[src/rtl/event_indicator_pkg.sv]
// Shared constants and state encoding for the timed UI blocks: the event
// indicator and the button debouncer both run on the same slow tick.
package event_indicator_pkg;

  typedef enum logic [1:0] {
    ST_IDLE = 2'd0,
    ST_ON   = 2'd1,
    ST_OFF  = 2'd2
  } ind_state_e;

  // One tick every 2^17 clocks gives roughly 763 Hz from a 100 MHz clock.
  localparam int unsigned DEF_DIV_W     = 17;
  localparam int unsigned DEF_ON_TICKS  = 8;
  localparam int unsigned DEF_OFF_TICKS = 8;
  localparam int unsigned DEF_CNT_W     = 4;
  localparam int unsigned TICK_CNT_W    = 8;

  // Value of the tick counter on the final tick of a phase lasting 'ticks'.
  function automatic logic [TICK_CNT_W-1:0] last_tick(input int unsigned ticks);
    return TICK_CNT_W'(ticks - 32'd1);
  endfunction

endpackage

[src/rtl/event_indicator_tick_divider.sv]
// Free-running slow-tick divider with synchronous clear; tick is high for one
// clock whenever the counter sits at all-ones.
module event_indicator_tick_divider #(
  parameter int unsigned DIV_W = 17
) (
  input  logic clk,
  input  logic rst,
  input  logic clr,
  output logic tick
);

  logic [DIV_W-1:0] cnt_q;
  logic [DIV_W-1:0] cnt_d;
  logic             tick_q;
  logic             tick_d;

  always_comb begin
    cnt_d  = clr ? '0 : cnt_q + DIV_W'(1);
    tick_d = (cnt_d == '1);
  end

  always_ff @(posedge clk) begin
    if (!rst) begin
      cnt_q  <= '0;
      tick_q <= 1'b0;
    end else begin
      cnt_q  <= cnt_d;
      tick_q <= tick_d;
    end
  end

  assign tick = tick_q;

endmodule

[src/rtl/event_indicator.sv]
// Stretches single-cycle events into fixed on/off LED/buzzer pulses, queueing
// events that arrive mid-pulse in a saturating pending counter.
module event_indicator
  import event_indicator_pkg::*;
#(
  parameter int unsigned DIV_W     = DEF_DIV_W,
  parameter int unsigned ON_TICKS  = DEF_ON_TICKS,
  parameter int unsigned OFF_TICKS = DEF_OFF_TICKS,
  parameter int unsigned CNT_W     = DEF_CNT_W
) (
  input  logic             clk,
  input  logic             rst,
  input  logic             event_in,
  output logic             led_out,
  output logic             busy,
  output logic [CNT_W-1:0] pending,
  output logic             overflow
);

  localparam logic [TICK_CNT_W-1:0] ON_LAST  = last_tick(ON_TICKS);
  localparam logic [TICK_CNT_W-1:0] OFF_LAST = last_tick(OFF_TICKS);

  ind_state_e            state_q, state_d;
  logic [TICK_CNT_W-1:0] tick_cnt_q, tick_cnt_d;
  logic [CNT_W-1:0]      pending_q, pending_d;
  logic                  led_q, led_d;
  logic                  busy_q, busy_d;
  logic                  ovf_q, ovf_d;

  logic tick;
  logic div_clr;
  logic on_end;
  logic off_end;
  logic pend_nz;
  logic pend_full;
  logic start;
  logic bypass;
  logic inc;
  logic dec;
  logic enter;

  event_indicator_tick_divider #(
    .DIV_W (DIV_W)
  ) u_div (
    .clk  (clk),
    .rst  (rst),
    .clr  (div_clr),
    .tick (tick)
  );

  // Phase-end detection and the dequeue decision.
  always_comb begin
    on_end    = (state_q == ST_ON)  && tick && (tick_cnt_q == ON_LAST);
    off_end   = (state_q == ST_OFF) && tick && (tick_cnt_q == OFF_LAST);
    pend_nz   = (pending_q != '0);
    pend_full = (pending_q == '1);
    start     = ((state_q == ST_IDLE) || off_end) && (pend_nz || event_in);
    bypass    = start && !pend_nz && event_in;
    inc       = event_in && !bypass;
    dec       = start && pend_nz;
  end

  // Next-state, counters and registered outputs.
  always_comb begin
    state_d    = state_q;
    tick_cnt_d = tick_cnt_q;
    pending_d  = pending_q;
    ovf_d      = 1'b0;
    enter      = 1'b0;
    div_clr    = 1'b0;

    unique case (state_q)
      ST_IDLE: if (start)  state_d = ST_ON;
      ST_ON:   if (on_end) state_d = ST_OFF;
      ST_OFF:  if (off_end) state_d = start ? ST_ON : ST_IDLE;
      default: state_d = ST_IDLE;
    endcase

    // Every phase entry restarts both the divider and the tick count.
    enter   = (state_d != state_q) && (state_d != ST_IDLE);
    div_clr = enter;
    if (enter) begin
      tick_cnt_d = '0;
    end else if (tick && (state_q != ST_IDLE)) begin
      tick_cnt_d = tick_cnt_q + TICK_CNT_W'(1);
    end

    if (inc && !dec) begin
      if (pend_full) begin
        ovf_d = 1'b1;
      end else begin
        pending_d = pending_q + CNT_W'(1);
      end
    end else if (dec && !inc) begin
      pending_d = pending_q - CNT_W'(1);
    end

    led_d  = (state_d == ST_ON);
    busy_d = (state_d != ST_IDLE) || (pending_d != '0);
  end

  always_ff @(posedge clk) begin
    if (!rst) begin
      state_q    <= ST_IDLE;
      tick_cnt_q <= '0;
      pending_q  <= '0;
      led_q      <= 1'b0;
      busy_q     <= 1'b0;
      ovf_q      <= 1'b0;
    end else begin
      state_q    <= state_d;
      tick_cnt_q <= tick_cnt_d;
      pending_q  <= pending_d;
      led_q      <= led_d;
      busy_q     <= busy_d;
      ovf_q      <= ovf_d;
    end
  end

  assign led_out  = led_q;
  assign busy     = busy_q;
  assign pending  = pending_q;
  assign overflow = ovf_q;

endmodule

[config.mk]
export PLATFORM = sky130hd
export DESIGN_NAME = event_indicator
export DESIGN_NICKNAME = d
export VERILOG_FILES = /design/src/rtl/event_indicator_pkg.sv /design/src/rtl/event_indicator_tick_divider.sv /design/src/rtl/event_indicator.sv
export SDC_FILE = /design/constraint.sdc
export NUM_CORES = 1
export LEC_CHECK = 0
export BUFFER_PORTS_ARGS = -buffer_cell sky130_fd_sc_hd__buf_2
export CAP_MARGIN = 10
export CORE_ASPECT_RATIO = 0.5
export CORE_UTILIZATION = 30
export CTS_CLUSTER_DIAMETER = 30
export DETAILED_ROUTE_END_ITERATION = 7
export PLACE_DENSITY = 0.47
export SETUP_SLACK_MARGIN = 0.15
export SYNTH_ARGS = -nofsm -noshare
export SYNTH_HDL_FRONTEND = slang
export SYNTH_SLANG_ARGS = --single-unit
export TNS_END_PERCENT = 50
[constraint.sdc]
create_clock -name clk -period 4 [get_ports clk]
set_input_delay 0.8 -clock clk [delete_from_list [all_inputs] [get_ports clk]]
set_output_delay 0.8 -clock clk [all_outputs]
set_load 0.005 [all_outputs]
After elaboration in Yosys (flattened, before gate mapping)

Cells that the tools add are included.

Register bits: 35
Bits of input ports: 3
Output and inout bits: 7
Logic and storage cells: 57

Add/sub/neg operators: 4
Equal/unequal tests: 7
Mux-type cells: 10
Bitwise logic cells: 1
Reduce and logical (&&, ||, !) cells: 27

Operators by type and width:

| cell                                                 | count |
|---|---|
| adder 17 x 1 -> 17 bit (second input constant)       | 1 |
| equality test 17 bit (second input constant)         | 1 |
| 2-to-1 mux 17 bit                                    | 1 |
| logical AND 1 bit                                    | 13 |
| 2-to-1 mux 4 bit                                     | 3 |
| adder 8 x 1 -> 8 bit (second input constant)         | 1 |
| equality test 8 x 3 -> 1 bit (second input constant) | 1 |
| nonzero test 4 bit                                   | 2 |
| 2-to-1 mux 2 bit                                     | 3 |
| case mux 2 bit (3 select lines)                      | 1 |
| adder 4 x 1 -> 4 bit (second input constant)         | 1 |
| equality test 2 x 1 -> 1 bit (second input constant) | 2 |
| equality test 4 bit (second input constant)          | 1 |
| logical NOT 1 bit                                    | 4 |
| nonzero test 2 bit                                   | 2 |
| subtractor 4 x 1 -> 4 bit (second input constant)    | 1 |
| logical OR 1 bit                                     | 3 |
| equality test 2 bit (second input constant)          | 1 |
| logical NOT 2 bit                                    | 1 |
| 2-to-1 mux 1 bit                                     | 2 |
| != test 2 bit                                        | 1 |
| AND reduction 2 bit                                  | 1 |
| OR reduction 2 bit                                   | 1 |
| inverter 1 bit                                       | 1 |

Longest topological paths before layout

Gate-level depths: netlist (run 1).

Depth in word-level cells: 15
Gate-level depth with buffers: 8
Gate-level depth less buffers: 8

Cells and area by module

Synthesis (run 1) repeated with hierarchy kept, for this count alone.

Cell total of the unflattened synthesis: 215
Area total of the unflattened synthesis: 1943.1 um2

By module, submodules not included:

| module                       | instances | cells each | area each (um2) | sequential area each (um2) |
|---|---|---|---|---|
| event_indicator              | 1         | 114        | 1041.0          | 340.3 |
| event_indicator_tick_divider | 1         | 101        | 902.1           | 360.3 |

Least setup slack after synthesis (run 1)

Ideal clock, no wire load.

Kind: input port to flip-flop
Start point: input event_in
End point: register tick_cnt_q[0]
Library setup time: 0.128 ns
Arrival: 2.233 ns
Required time: 3.872 ns
Slack: 1.640 ns
Stages: 6
Buffers on the path: 2
Path through: clkbuf_1 > nand2b_1 > nor3_1 > o311ai_1 > clkbuf_1 > nor2_1

Word-level cells in the longest chain between the ends: 8
Elaborated cells between the ends (all ways): 10
Classes of those cells: 1 x eq/ne; 4 x mux; 5 x reduce/logical

Ends and longest elaborated chain:

| element                                                    | line                   | RTL |
|---|---|---|
| start, declared                                            | event_indicator.sv:13  | `input logic event_in,` |
| logical OR 1 bit (*)                                       | event_indicator.sv:57  | `start = ((state_q == ST_IDLE) \|\| off_end) && (pend_nz \|\| event_in);` |
| logical AND 1 bit (*)                                      | event_indicator.sv:57  |  |
| 2-to-1 mux 1 bit                                           | event_indicator.sv:75  | `ST_OFF: if (off_end) state_d = start ? ST_ON : ST_IDLE;` |
| 2-to-1 mux 2 bit                                           | event_indicator.sv:75  |  |
| case mux 2 bit (3 select lines) (*)                        | event_indicator.sv:72  | `unique case (state_q)` |
| != test 2 bit / nonzero test 2 bit (equally long branches) | event_indicator.sv:80  | `enter = (state_d != state_q) && (state_d != ST_IDLE);` |
| logical AND 1 bit (*)                                      | event_indicator.sv:80  |  |
| OR reduction 2 bit (no source line) (*)                    | n/a                    |  |
| end signal, assigned                                       | event_indicator.sv:112 | `tick_cnt_q <= tick_cnt_d;` |
| end, declared                                              | event_indicator.sv:24  | `logic [TICK_CNT_W-1:0] tick_cnt_q, tick_cnt_d;` |

Mark *: on every way between the ends. The rest lies on a longest branch, timed or not.
A chain may end at the register's enable or synchronous reset.

Worst setup path in the final report (run 1)

Start point: register tick_cnt_q[0]
End point: register busy_q, in the netlist busy

Word-level cells in the longest chain between the ends: 14
Elaborated cells between the ends (all ways): 24
Classes of those cells: 1 x eq/ne; 7 x mux; 16 x reduce/logical

Ends and longest elaborated chain:

| element                          | line                                         | RTL |
|---|---|---|
| equality test 8 x 3 -> 1 bit (*) | event_indicator.sv:53, event_indicator.sv:54 |  |
| logical AND 1 bit                | event_indicator.sv:54                        | `off_end = (state_q == ST_OFF) && tick && (tick_cnt_q == OFF_LAST);` |
| logical OR 1 bit                 | event_indicator.sv:57                        |  |
| logical AND 1 bit                | event_indicator.sv:57                        |  |
| logical AND 1 bit (2 in a row)   | event_indicator.sv:58                        | `bypass = start && !pend_nz && event_in;` |
| logical NOT 1 bit                | event_indicator.sv:59                        | `inc = event_in && !bypass;` |
| logical AND 1 bit                | event_indicator.sv:59                        |  |
| logical NOT 1 bit                | event_indicator.sv:94                        | `end else if (dec && !inc) begin` |
| logical AND 1 bit                | event_indicator.sv:94                        |  |
| 2-to-1 mux 4 bit                 | event_indicator.sv:94                        |  |
| 2-to-1 mux 4 bit                 | event_indicator.sv:88                        | `if (inc && !dec) begin` |
| nonzero test 4 bit               | event_indicator.sv:99                        | `busy_d = (state_d != ST_IDLE) \|\| (pending_d != '0);` |
| logical OR 1 bit (*)             | event_indicator.sv:99                        |  |
| end signal, assigned             | event_indicator.sv:115                       | `busy_q <= busy_d;` |
| end, declared                    | event_indicator.sv:27                        | `logic busy_q, busy_d;` |

Marked as above.

==> metrics.md, run 1 <==
| Metric | Value |
|---|---|
| Combinational share of power | `21.0%` |
| Reg2reg setup slack | `between 1500 and 2000 ps` |
| Post-CTS sizing | `0` |
| Top cell type's share of synthesized area | `about two fifths` |
| CTS Buffer Depth | `2` |
| Yosys top cell by area | `dfxtp_1` |
| Antenna violations before repair | `0` |
| Worst-skew pair later-pin latency | `~280 ps` |
| RSZ-0062 raised after global routing | `false` |
| Largest net degree at the start of global routing | `26` |
| CP Max Fanout | `9` |
| Fin crit share | `60.0%` |
| Htree depth | `2` |
| Final Power | `1.05 mW` |
| Critical Path, Cell by Cell | `ha_1 -> and4bb_4 -> a21boi_4 -> nor2_4 -> a2bb2oi_1 -> mux2_1 -> or4b_1` |
| Gr usage total | `between 10% and 20%` |
| Layout cells sized above 1 | `a little over a tenth` |
| CTS tree | `done` |
| Crit path DAT | `between 2000 and 3000 ps` |
| DRT Pass-1 Iters | `4` |
| Maxcap violations | `0` |
| Root Buffer | `clkbuf_16` |
| Clock sinks | `35` |
| Area Overhead vs Synth | `16.1%` |
| Final Critical Period | `2400 ps` |
| First-pass GRT wire length | `between 6 and 7 mm` |
| Vias per inst | `around 5` |
| Remaining DRCs | `0` |
| Vias in the first global route | `1299` |
| Die W | `110 um` |
| Core area | `around 0.0056 mm^2` |
| Setup TNS | `0 ps` |
| Hold crit path type | `flop to flop` |
| Peak Freq | `approximately 420 MHz` |
| Post-synth EDFFs | `0` |
| Area of the die | `around 0.0062 mm^2` |
| PortBufs | `9` |
| Hold-fix buffers, CTS | `0` |
| Final setup fails | `0` |
| Leak | `0.717 nW` |
| Seq pwr share | `around two fifths` |
| Register area | `701 um^2` |
| Dpl hpwl | `around 2.5 mm` |
| Synthesis-stage register bit count | `35` |
| Worst Skew | `5.13 ps` |
| Synth cell count leaders | `35 x dfxtp_1, 31 x nor2_1, 15 x nand2_1, 15 x xor2_1, 11 x nand3_1` |
| Switch share | `between 20 and 30%` |
| Global route overflow | `0` |
| Drt wl/cell | `~12 um` |
| Worst-path clk slew | `around 50 ps` |
| Die Y-Extent | `~56 um` |
| R2R cell count | `7` |
| Final hold vios | `0` |
| Initial Utilization | `a little under a third` |
| Rel. slew slack | `a little over half` |
| Gpl congestion | `about 0.85` |
| CP max stage delay | `slightly above 500 ps` |
| Syn Nets | `~210` |
| Syn_area_per_cell | `roughly 8.7 um^2` |
| Crit. path cell count | `7` |
| IO Count | `10` |
| # fillers | `slightly above 600` |
| Synthesized area | `roughly 0.0018 mm^2` |
| Tightest Pin Transition | `a little over 700 ps` |
| Power density cells | `about 500 mW/mm^2` |
| Distinct cells, synth | `48` |
| Worst setup SP type | `flop` |
| Maximum VDD drop | `about 260 uV` |
| Power Internal | `roughly 0.75 mW` |
| Asr flop ratio synth | `0%` |
| Yosys warning count | `0` |
| Setup Buffers After CTS | `0` |
| CP max-delay cell | `or4b_1` |
| Via count | `1428` |
| Critical Path Sink Type | `flop` |
| Total Nets Final | `roughly 220` |
| Buffer and inverter count on the worst path | `0` |
| Status | `complete, no violations` |
| Switching pwr | `around 0.30 mW` |
| Hold Crit Depth | `1` |
| Worst endpoint required time | `a little over 4000 ps` |
| Largest delay share family, worst path | `simple AND/OR/NAND/NOR gates` |
| Register area share after synthesis | `roughly 40%` |
| Kind of critical path | `flop to flop` |
| Total Wirelength | `between 3 and 4 mm` |
| Cell count after synthesis | `around 200` |
| Leading post-synthesis cells by cell area | `dfxtp_1 40%, xor2_1 7.5%, nor2_1 6.6%` |
| First-iteration detailed-routing DRC count | `between 100 and 150` |
| Row count | `19` |
| # diodes | `0` |
| Most common cell in the netlist | `dfxtp_1` |
| Power share of the clock group | `a little under two fifths` |
| Total CTS buffers | `5` |
| Synth Flop Type | `dfxtp_1` |
| Post-route ant nets | `0` |
| Max-slew violation count | `0` |
| Area of the multi-input gates | `0.00101 mm^2` |
## worst reg2reg max path, stage by stage, from the launching register on
cell,delay [ps]
dfxtp_1,390
ha_1,240
and4bb_4,280
a21boi_4,100
nor2_4,170
a2bb2oi_1,230
mux2_1,350
or4b_1,510
## worst paths after layout
check / startpoint / endpoint
worst max-delay path: tick_cnt_q[0] / busy
worst min register to register: u_div.cnt_q[0] / u_div.cnt_q[0]
worst max register to register: tick_cnt_q[0] / busy
worst min-delay path: u_div.cnt_q[0] / u_div.cnt_q[0]
## area by class of cell
cell class	instances	area share [%]
Tap cell	73	4.49
Sequential cell	35	34.4
Clock buffer	8	7.69
Inverter	5	0.923
Multi-Input combinational cell	154	49.9
Timing Repair Buffer	10	2.58
## stage by stage
step	utilization [%]	hold slack, ps	instances	setup slack [ps]	cell area, um^2
final	36.6	460	285	1600	2030
after floorplan	-	425	201	1640	1750
after CTS	36.6	466	285	1600	2030
after detailed placement	33.8	454	277	1380	1880
after global routing	36.6	493	285	1460	2030
after global placement	33.8	448	277	1500	1880
## state kept, by name, indices dropped and copies added (netlist names)
signal       flops
led_out          1
u_div.tick       1
busy             1
overflow         1
state_q          2
tick_cnt_q       8
pending          4
u_div.cnt_q     17
## metal layers
metal / routed length, um / track usage (%) / up-vias
met4: 63 / 5.64 / 0
met1: 1670 / 15.5 / 661
met2: 1580 / 21.2 / 22
met5: 0 / 0 / -
met3: 137 / 4.57 / 6
li1: - / - / 739
## cell families (layout without fill, tap and decap cells)
logic type / count (synthesis) / after routing / share of synthesized area (%)
buf+inv: 12 / 23 / 2.57
fa+ha+maj: 4 / 4 / 2.86
compound gates: 26 / 26 / 11.1
flops: 35 / 35 / 40.0
mux: 3 / 3 / 1.78
xor+xnor: 22 / 22 / 11.0
simple gates: 99 / 99 / 30.8
## layout by cell type (no fill, tap or decap), drive strengths merged, types with 2 or more instances in the layout
cell type | Yosys | routed
nand2 | 15 | 15
inv | 5 | 5
a31oi | 3 | 3
nor3b | 2 | 2
nor3 | 9 | 9
nor2 | 32 | 32
ha | 4 | 4
mux2i | 2 | 2
xor2 | 15 | 15
and3 | 3 | 3
nand2b | 2 | 2
and4 | 2 | 2
xnor2 | 7 | 7
dfxtp | 35 | 35
clkbuf | 7 | 8
or4 | 2 | 2
nand4 | 7 | 7
a21oi | 3 | 3
nand3b | 3 | 3
nand3 | 11 | 11
or2 | 2 | 2
o21ai | 5 | 5
nand4b | 3 | 3
buf | 0 | 10
## power groups by stage
| stage | registers, mW | logic [mW] | clock network (mW) |
|---|---|---|---|
| after global placement | 0.431 | 0.225 | 0 |
| after floorplan | 0.412 | 0.173 | 0 |
| final | 0.425 | 0.220 | 0.401 |
| after detailed placement | 0.433 | 0.223 | 0 |
| after CTS | 0.425 | 0.224 | 0.415 |
| after global routing | 0.431 | 0.248 | 0.433 |
Note: power is estimated with default switching activity, not from simulation.
==> inputs of run 2 (changes only) <==
Settings changed: ABC_AREA set to 1, PLACE_DENSITY 0.47 to 0.49.
Clock period 4 ns to 2 ns, I/O delays scaled along.
==> run 2 against run 1 <==
  * Combinational power is 78% higher
  * Largest cell class unchanged
  * Synthesized area rose by 7.6%
  * Worst hold slack worse by 6.2 ps
  * Design area increased by 14%
  * Non-clock buffer count up 3
  * Maximum frequency up 40%
  * Power is 87% higher
==> metrics.md, run 2 <==
| Metric | Value |
|---|---|
| Worst-path clk slew | `50 ps` |
| Cell count after synthesis | `approximately 280` |
| Distinct cells, synth | `28` |
| Vias in the first global route | `1456` |
| Total CTS buffers | `5` |
| Htree depth | `2` |
| Area Overhead vs Synth | `22.5%` |
| Global route overflow | `0` |
| DP Worst Slack | `about 23 ps` |
| # fillers | `approximately 600` |
| Synth Flop Type | `dfxtp_1` |
| Syn Nets | `around 280` |
| Worst setup SP type | `flop` |
| Yosys top cell by area | `dfxtp_1` |
| Drt wl/cell | `approximately 9.7 um` |
| Initial Utilization | `32.8%` |
| Power density cells | `approximately 850 mW/mm^2` |
| Worst endpoint required time | `2200 ps` |
| Tightest Pin Transition | `about 430 ps` |
| Maximum VDD drop | `between 300 and 400 uV` |
| Leading post-synthesis cells by cell area | `dfxtp_1 37%, nand2_1 13%, inv_1 8.6%` |
| Via count | `approximately 1.6k` |
| CTS tree | `done` |
| Peak Freq | `between 500 and 600 MHz` |
| Post-synth EDFFs | `0` |
| Most frequent cells in the layout | `63 x nand2_1, 42 x inv_1, 41 x nor2_1` |
| Crit path DAT | `1920 ps` |
| R2R cell count | `11` |
| Area of the die | `~0.0066 mm^2` |
| Most common cell in the netlist | `nand2_1` |
| Antenna violations before repair | `0` |
| Total Wirelength | `between 3 and 4 mm` |
| Max reg flops | `17` |
| Final Critical Period | `about 1700 ps` |
| Total Nets Final | `300` |
| Worst-skew pair later-pin latency | `about 270 ps` |
| Gpl congestion | `~0.84` |
| IO Count | `10` |
| Asr flop ratio synth | `0%` |
| Rel. slew slack | `around 71%` |
| Synthesis-stage register bit count | `35` |
| Final instance area | `about 0.0023 mm^2` |
| Critical Path Sink Type | `flop` |
| Synthesized area | `0.00189 mm^2` |
| Final hold vios | `0` |
| Reg2reg setup slack | `290 ps` |
| Top cell type's share of synthesized area | `37.1%` |
| Hold crit path type | `flop to flop` |
| Reg-to-reg endpoint | `u_div.tick` |
| CP Max Fanout | `6` |
| Kind of critical path | `flop to flop` |
| Most frequent standard cell in the layout excluding fill and tap cells | `nand2_1` |
| Critical path startpoint | `u_div.cnt_q[0]` |
| Core area | `around 0.0058 mm^2` |
| Leak | `~1.0 nW` |
| Post-route ant nets | `0` |
| CP endpoint | `u_div.tick` |
| Worst Skew | `roughly 3.4 ps` |
| Max-slew violation count | `0` |
| DRT Pass-1 Iters | `4` |
| Yosys warning count | `0` |
| Dpl hpwl | `roughly 2.8 mm` |
| Root Buffer | `clkbuf_16` |
| Final WS setup | `around 290 ps` |
| Worst hold slack | `roughly 450 ps` |
| Final setup fails | `0` |
| Remaining DRCs | `0` |
| RSZ-0062 raised after global routing | `true` |
| Cell area after placement | `between 0.002 and 0.0025 mm^2` |
| Row count | `19` |
| PortBufs | `9` |
| Die W | `roughly 110 um` |
| Syn_area_per_cell | `~6.9 um^2` |
| First-pass GRT wire length | `around 6.2 mm` |
| Status | `complete, no violations` |
| Top reg by flops | `u_div.cnt_q` |
| Clock sinks | `35` |
| Fin crit share | `85.7%` |
| Setup TNS | `0 ps` |
| Largest net degree at the start of global routing | `22` |
| # diodes | `0` |
| Synth cell count leaders | `66 x nand2_1, 43 x inv_1, 43 x nor2_1, 35 x dfxtp_1, 22 x nand3_1` |
| R2r startpoint | `u_div.cnt_q[0]` |
| Die Y-Extent | `approximately 58 um` |
| Gr usage total | `between 10% and 20%` |
| First-iteration detailed-routing DRC count | `61` |
| Layout cells sized above 1 | `between 20% and 30%` |
| Maxcap violations | `0` |
| Vias per inst | `roughly 4.3` |
| CTS Buffer Depth | `2` |
| Register area share after synthesis | `a little under two fifths` |
| Final Util | `between 40 and 50%` |
run 2: cell count changes after synthesis, moves of 7 or more:
| cell | change |
|---|---|
| nand2_1 | +51 |
| xor2_1 | -7 |
| nand3_1 | +11 |
| nor2_1 | +12 |
| clkbuf_1 | -7 |
| inv_1 | +38 |
run 2: what timing repair did:
item | CTS | global route
hold buffers | 0 | 0
resized for setup | 1 | 26
buffers inserted | 0 | 2
pin swaps | 0 | 8
hold endpoints to repair | 0 | 0
setup endpoints to repair | 21 | 26
run 2: layout make-up:
class,count,area (um^2),area share (%)
clock buffers,8,156,6.77
multi-input cells,192,1090,47.3
flip-flops and latches,35,709,30.7
repair buffers,13,75.1,3.25
inverters,46,173,7.47
well taps,84,105,4.55
run 2: worst min-delay path by stage:
stage                   startpoint              to  slack (ps)  cells past startpoint
floorplan           u_div.cnt_q[0]  u_div.cnt_q[0]         440                      1
global placement    u_div.cnt_q[0]  u_div.cnt_q[0]         460                      1
detailed placement  u_div.cnt_q[0]  u_div.cnt_q[0]         470                      1
CTS                            rst            busy         460                      3
global route        u_div.cnt_q[0]  u_div.cnt_q[0]         470                      1
finish              u_div.cnt_q[0]  u_div.cnt_q[0]         450                      1
run 2: where the power goes:
| group | internal, mW | switching [mW] | total [mW] |
|---|---|---|---|
| registers | 0.744 | 0.0385 | 0.783 |
| logic | 0.146 | 0.246 | 0.392 |
| clock network | 0.529 | 0.256 | 0.785 |
run 2: metrics by stage:
step	std cells	total power, mW
2_1_floorplan	275	1.04
3_3_place_gp	368	1.13
3_5_place_dp	368	1.13
4_1_cts	376	1.93
5_1_grt	378	2.08
6_report	378	1.96
run 2: metal layers:
layer  global-route usage, %  vias to the layer above  part of all wire, %
met5                       0                        -                    0
met4                    3.34                        0                    0
met3                    2.82                        0                  2.6
met2                    21.2                       18                   46
met1                    14.5                      715                   51
li1                        -                      890                    -
run 2: kinds of logic (layout without fill, tap and decap cells):
logic type	count (synthesis)	count (layout)	share of synthesized area, %
AND/OR/NAND/NOR	163	163	39.9
adder cells (fa/ha/maj)	4	4	2.65
AO/OA/AOI/OAI	12	12	4.05
XOR/XNOR	13	13	6.43
buffers and inverters	48	67	9.81
flip-flops	35	35	37.1
run 2: worst max-delay path, stage by stage, from the launching register on:
cell and delay [ps]:
dfxtp_4 370, ha_4 150, nand2_4 70, nor2_4 190, nand3_2 130, nor2_4 130
nand3_2 80, nor2_2 130, nand2_2 80, xnor2_2 150, nand2_1 70, nor2_1 110
==> inputs of run 3 (changes only) <==
Settings changed: PLACE_DENSITY 0.49 to 0.48, SYNTH_HIERARCHICAL set to 1.
==> run 3 against run 2 <==
  * Clock power down 2%
  * Sequential power down 2%
  * Register-to-register slack worse by 20 ps
  * Clock skew up 1.3 ps
  * Largest cell class unchanged
  * Largest power group unchanged
==> metrics.md, run 3 <==
| Metric | Value |
|---|---|
| Synth Flop Type | `dfxtp_1` |
| Gr usage total | `14.5%` |
| Hold crit path type | `primary input to flop` |
| Maximum VDD drop | `about 310 uV` |
| Vias per inst | `between 4 and 5` |
| Rel. slew slack | `between 60 and 70%` |
| Status | `complete, no violations` |
| Worst-skew pair later-pin latency | `between 200 and 300 ps` |
| Top Layer Used | `met4` |
| Core area | `0.00621 mm^2` |
| Peak Freq | `~580 MHz` |
| Synthesized area | `slightly below 0.002 mm^2` |
| Worst endpoint required time | `2220 ps` |
| Max-slew violation count | `0` |
| Vias in the first global route | `about 1.8k` |
| Yosys top cell by area | `dfxtp_1` |
| Yosys warning count | `6` |
| Post-route ant nets | `0` |
| Cell count after synthesis | `306` |
| DRT Pass-1 Iters | `4` |
| Worst-path clk slew | `60 ps` |
| Area Overhead vs Synth | `25.7%` |
| IO Count | `10` |
| Die Y-Extent | `59.3 um` |
| Crit path DAT | `approximately 2000 ps` |
| Asr flop ratio synth | `0%` |
| Syn Nets | `313` |
| Syn_area_per_cell | `around 6.4 um^2` |
| # diodes | `0` |
| Root Buffer | `clkbuf_16` |
| Via count | `between 1.5k and 2k` |
| Total Nets Final | `roughly 340` |
| Met2 wire length | `~2.1 mm` |
| RSZ-0062 raised after global routing | `true` |
| Largest net degree at the start of global routing | `15` |
| Worst Skew | `~4.6 ps` |
| Register area share after synthesis | `a little over a third` |
| Final hold vios | `0` |
| Tightest Pin Transition | `a little under 500 ps` |
| CTS Buffer Depth | `2` |
| Synth cell count leaders | `71 x nand2_1, 62 x nor2_1, 39 x inv_1, 35 x dfxtp_1, 34 x nand3_1` |
| Critical Path Sink Type | `flop` |
| Worst setup SP type | `flop` |
| Dpl hpwl | `approximately 3.4 mm` |
| Antenna violations before repair | `0` |
| First-iteration detailed-routing DRC count | `130` |
| Initial Utilization | `roughly a third` |
| Drt wl/cell | `10.9 um` |
| Most frequent standard cell in the layout excluding fill and tap cells | `nand2_1` |
| Gpl congestion | `0.856` |
| Htree depth | `2` |
| Distinct cells, synth | `29` |
| Non-filler cells in the finished layout | `~430` |
| Total Wirelength | `approximately 4.6 mm` |
| Post-Place Cells | `approximately 400` |
| Area of the die | `roughly 0.0069 mm^2` |
| Total CTS buffers | `5` |
| Die W | `approximately 120 um` |
| Clock sinks | `35` |
| Power density cells | `between 800 and 900 mW/mm^2` |
| Top reg by flops | `u_div/cnt_q` |
| Leading post-synthesis cells by cell area | `dfxtp_1 36%, nand2_1 14%, nor2_1 12%` |
| Leak | `between 1 and 1.5 nW` |
| Worst hold slack | `slightly below 400 ps` |
| First-pass GRT wire length | `roughly 7.7 mm` |
| Kind of critical path | `flop to flop` |
| Max reg flops | `17` |
| Synthesis-stage register bit count | `35` |
| Routed length on met3 | `~190 um` |
| Final setup fails | `0` |
| Layout cells sized above 1 | `22.8%` |
| PortBufs | `9` |
| Most common cell in the netlist | `nand2_1` |
| M1 wire length | `around 2.2 mm` |
| Final Power | `2.22 mW` |
| Final Critical Period | `between 1500 and 2000 ps` |
| CTS tree | `done` |
| Top cell type's share of synthesized area | `a little over a third` |
| Post-synth EDFFs | `0` |
| Row count | `20` |
| Hold-fix buffers, CTS | `0` |
| Global route overflow | `0` |
| CP Max Fanout | `5` |
| Most frequent cells in the layout | `65 x nand2_1, 58 x nor2_1, 36 x inv_1` |
| Maxcap violations | `0` |
| Fin crit share | `between 80% and 90%` |
| Remaining DRCs | `0` |
==> run 3: cell types whose count changed after synthesis, sizes merged, moves of 2 or more <==
cell    change
a21oi       +5
nor2       +18
inv         -2
or2         +2
nor3        +4
nand4       -3
xor2        -4
nand2       +5
nand3      +10
xnor2       -4
clkbuf      +2
==> run 3: path summary, 6_finish.rpt <==
path	startpoint	to	slack (ps)	cells past startpoint
setup / recovery	pending[1]	u_div/tick	260	16
hold / removal	rst	state_q[0]	390	3
setup reg to reg	pending[1]	u_div/tick	260	16
hold reg to reg	tick_cnt_q[1]	tick_cnt_q[1]	490	2
==> run 3: cells by family (layout without fill, tap and decap cells) <==
kind of cell	Yosys count	after routing	synth area share, %
adders and majority gates	4	4	2.54
and+or+nand+nor	198	198	45.7
DFF	35	35	35.6
buffers and inverters	47	78	9.08
AOI/OAI and AO/OA	17	17	4.89
xor gates and xnor gates	5	5	2.22
==> run 3: area by class of cell <==
class,count,area [um^2]
fill,683,3730
clock buffer,6,129
multi-input combinational,224,1180
tap,88,110
timing repair buffer,25,165
timing repair inverter,1,7.51
sequential,35,706
inverter,44,170
clock inverter,2,12.5
==> run 3: through the flow <==
step / TNS, ps / cell area, um^2 / util (%) / worst slack (ps)
after CTS: 0 / 2390 / 38.4 / 167
after floorplan: 0 / 1980 / - / 151
after global routing: 0 / 2480 / 39.9 / 99.3
after detailed placement: -38.0 / 2180 / 35.2 / -38.0
after global placement: 0 / 2180 / 35.2 / 78.7
final: 0 / 2480 / 39.9 / 265
==> run 3: where the power goes <==
group | internal, mW | switching (mW) | total, mW
clock | 0.460 | 0.307 | 0.767
combinational | 0.298 | 0.393 | 0.691
sequential | 0.739 | 0.0250 | 0.764
total | 1.50 | 0.725 | 2.22
==> run 3: per-layer routing <==
layer	track usage [%]	vias up
met4	5.97	0
met2	24.4	41
met5	0	-
met1	18.2	843
met3	3.48	9
li1	-	1024
==> run 3: worst max-delay path: stages (launching register included) <==
cell and delay, ps:
dfxtp_2 320, inv_2 70, ha_4 150, nand2_4 60
nor2_4 90, nand2_2 80, nand2_4 90, nand2_4 80
inv_6 90, nand2_4 60, nor2_2 100, nand2_1 60
nor2_1 80, nand3_1 80, nor2_1 90, nand3_1 80
nor2_1 90
==> run 3: what timing repair did <==
action | CTS | global route
resized for setup | 10 | 18
endpoints found under the setup margin | 1 | 3
setup buffers | 3 | 4
cloned | 1 | 0
pin swaps | 5 | 12
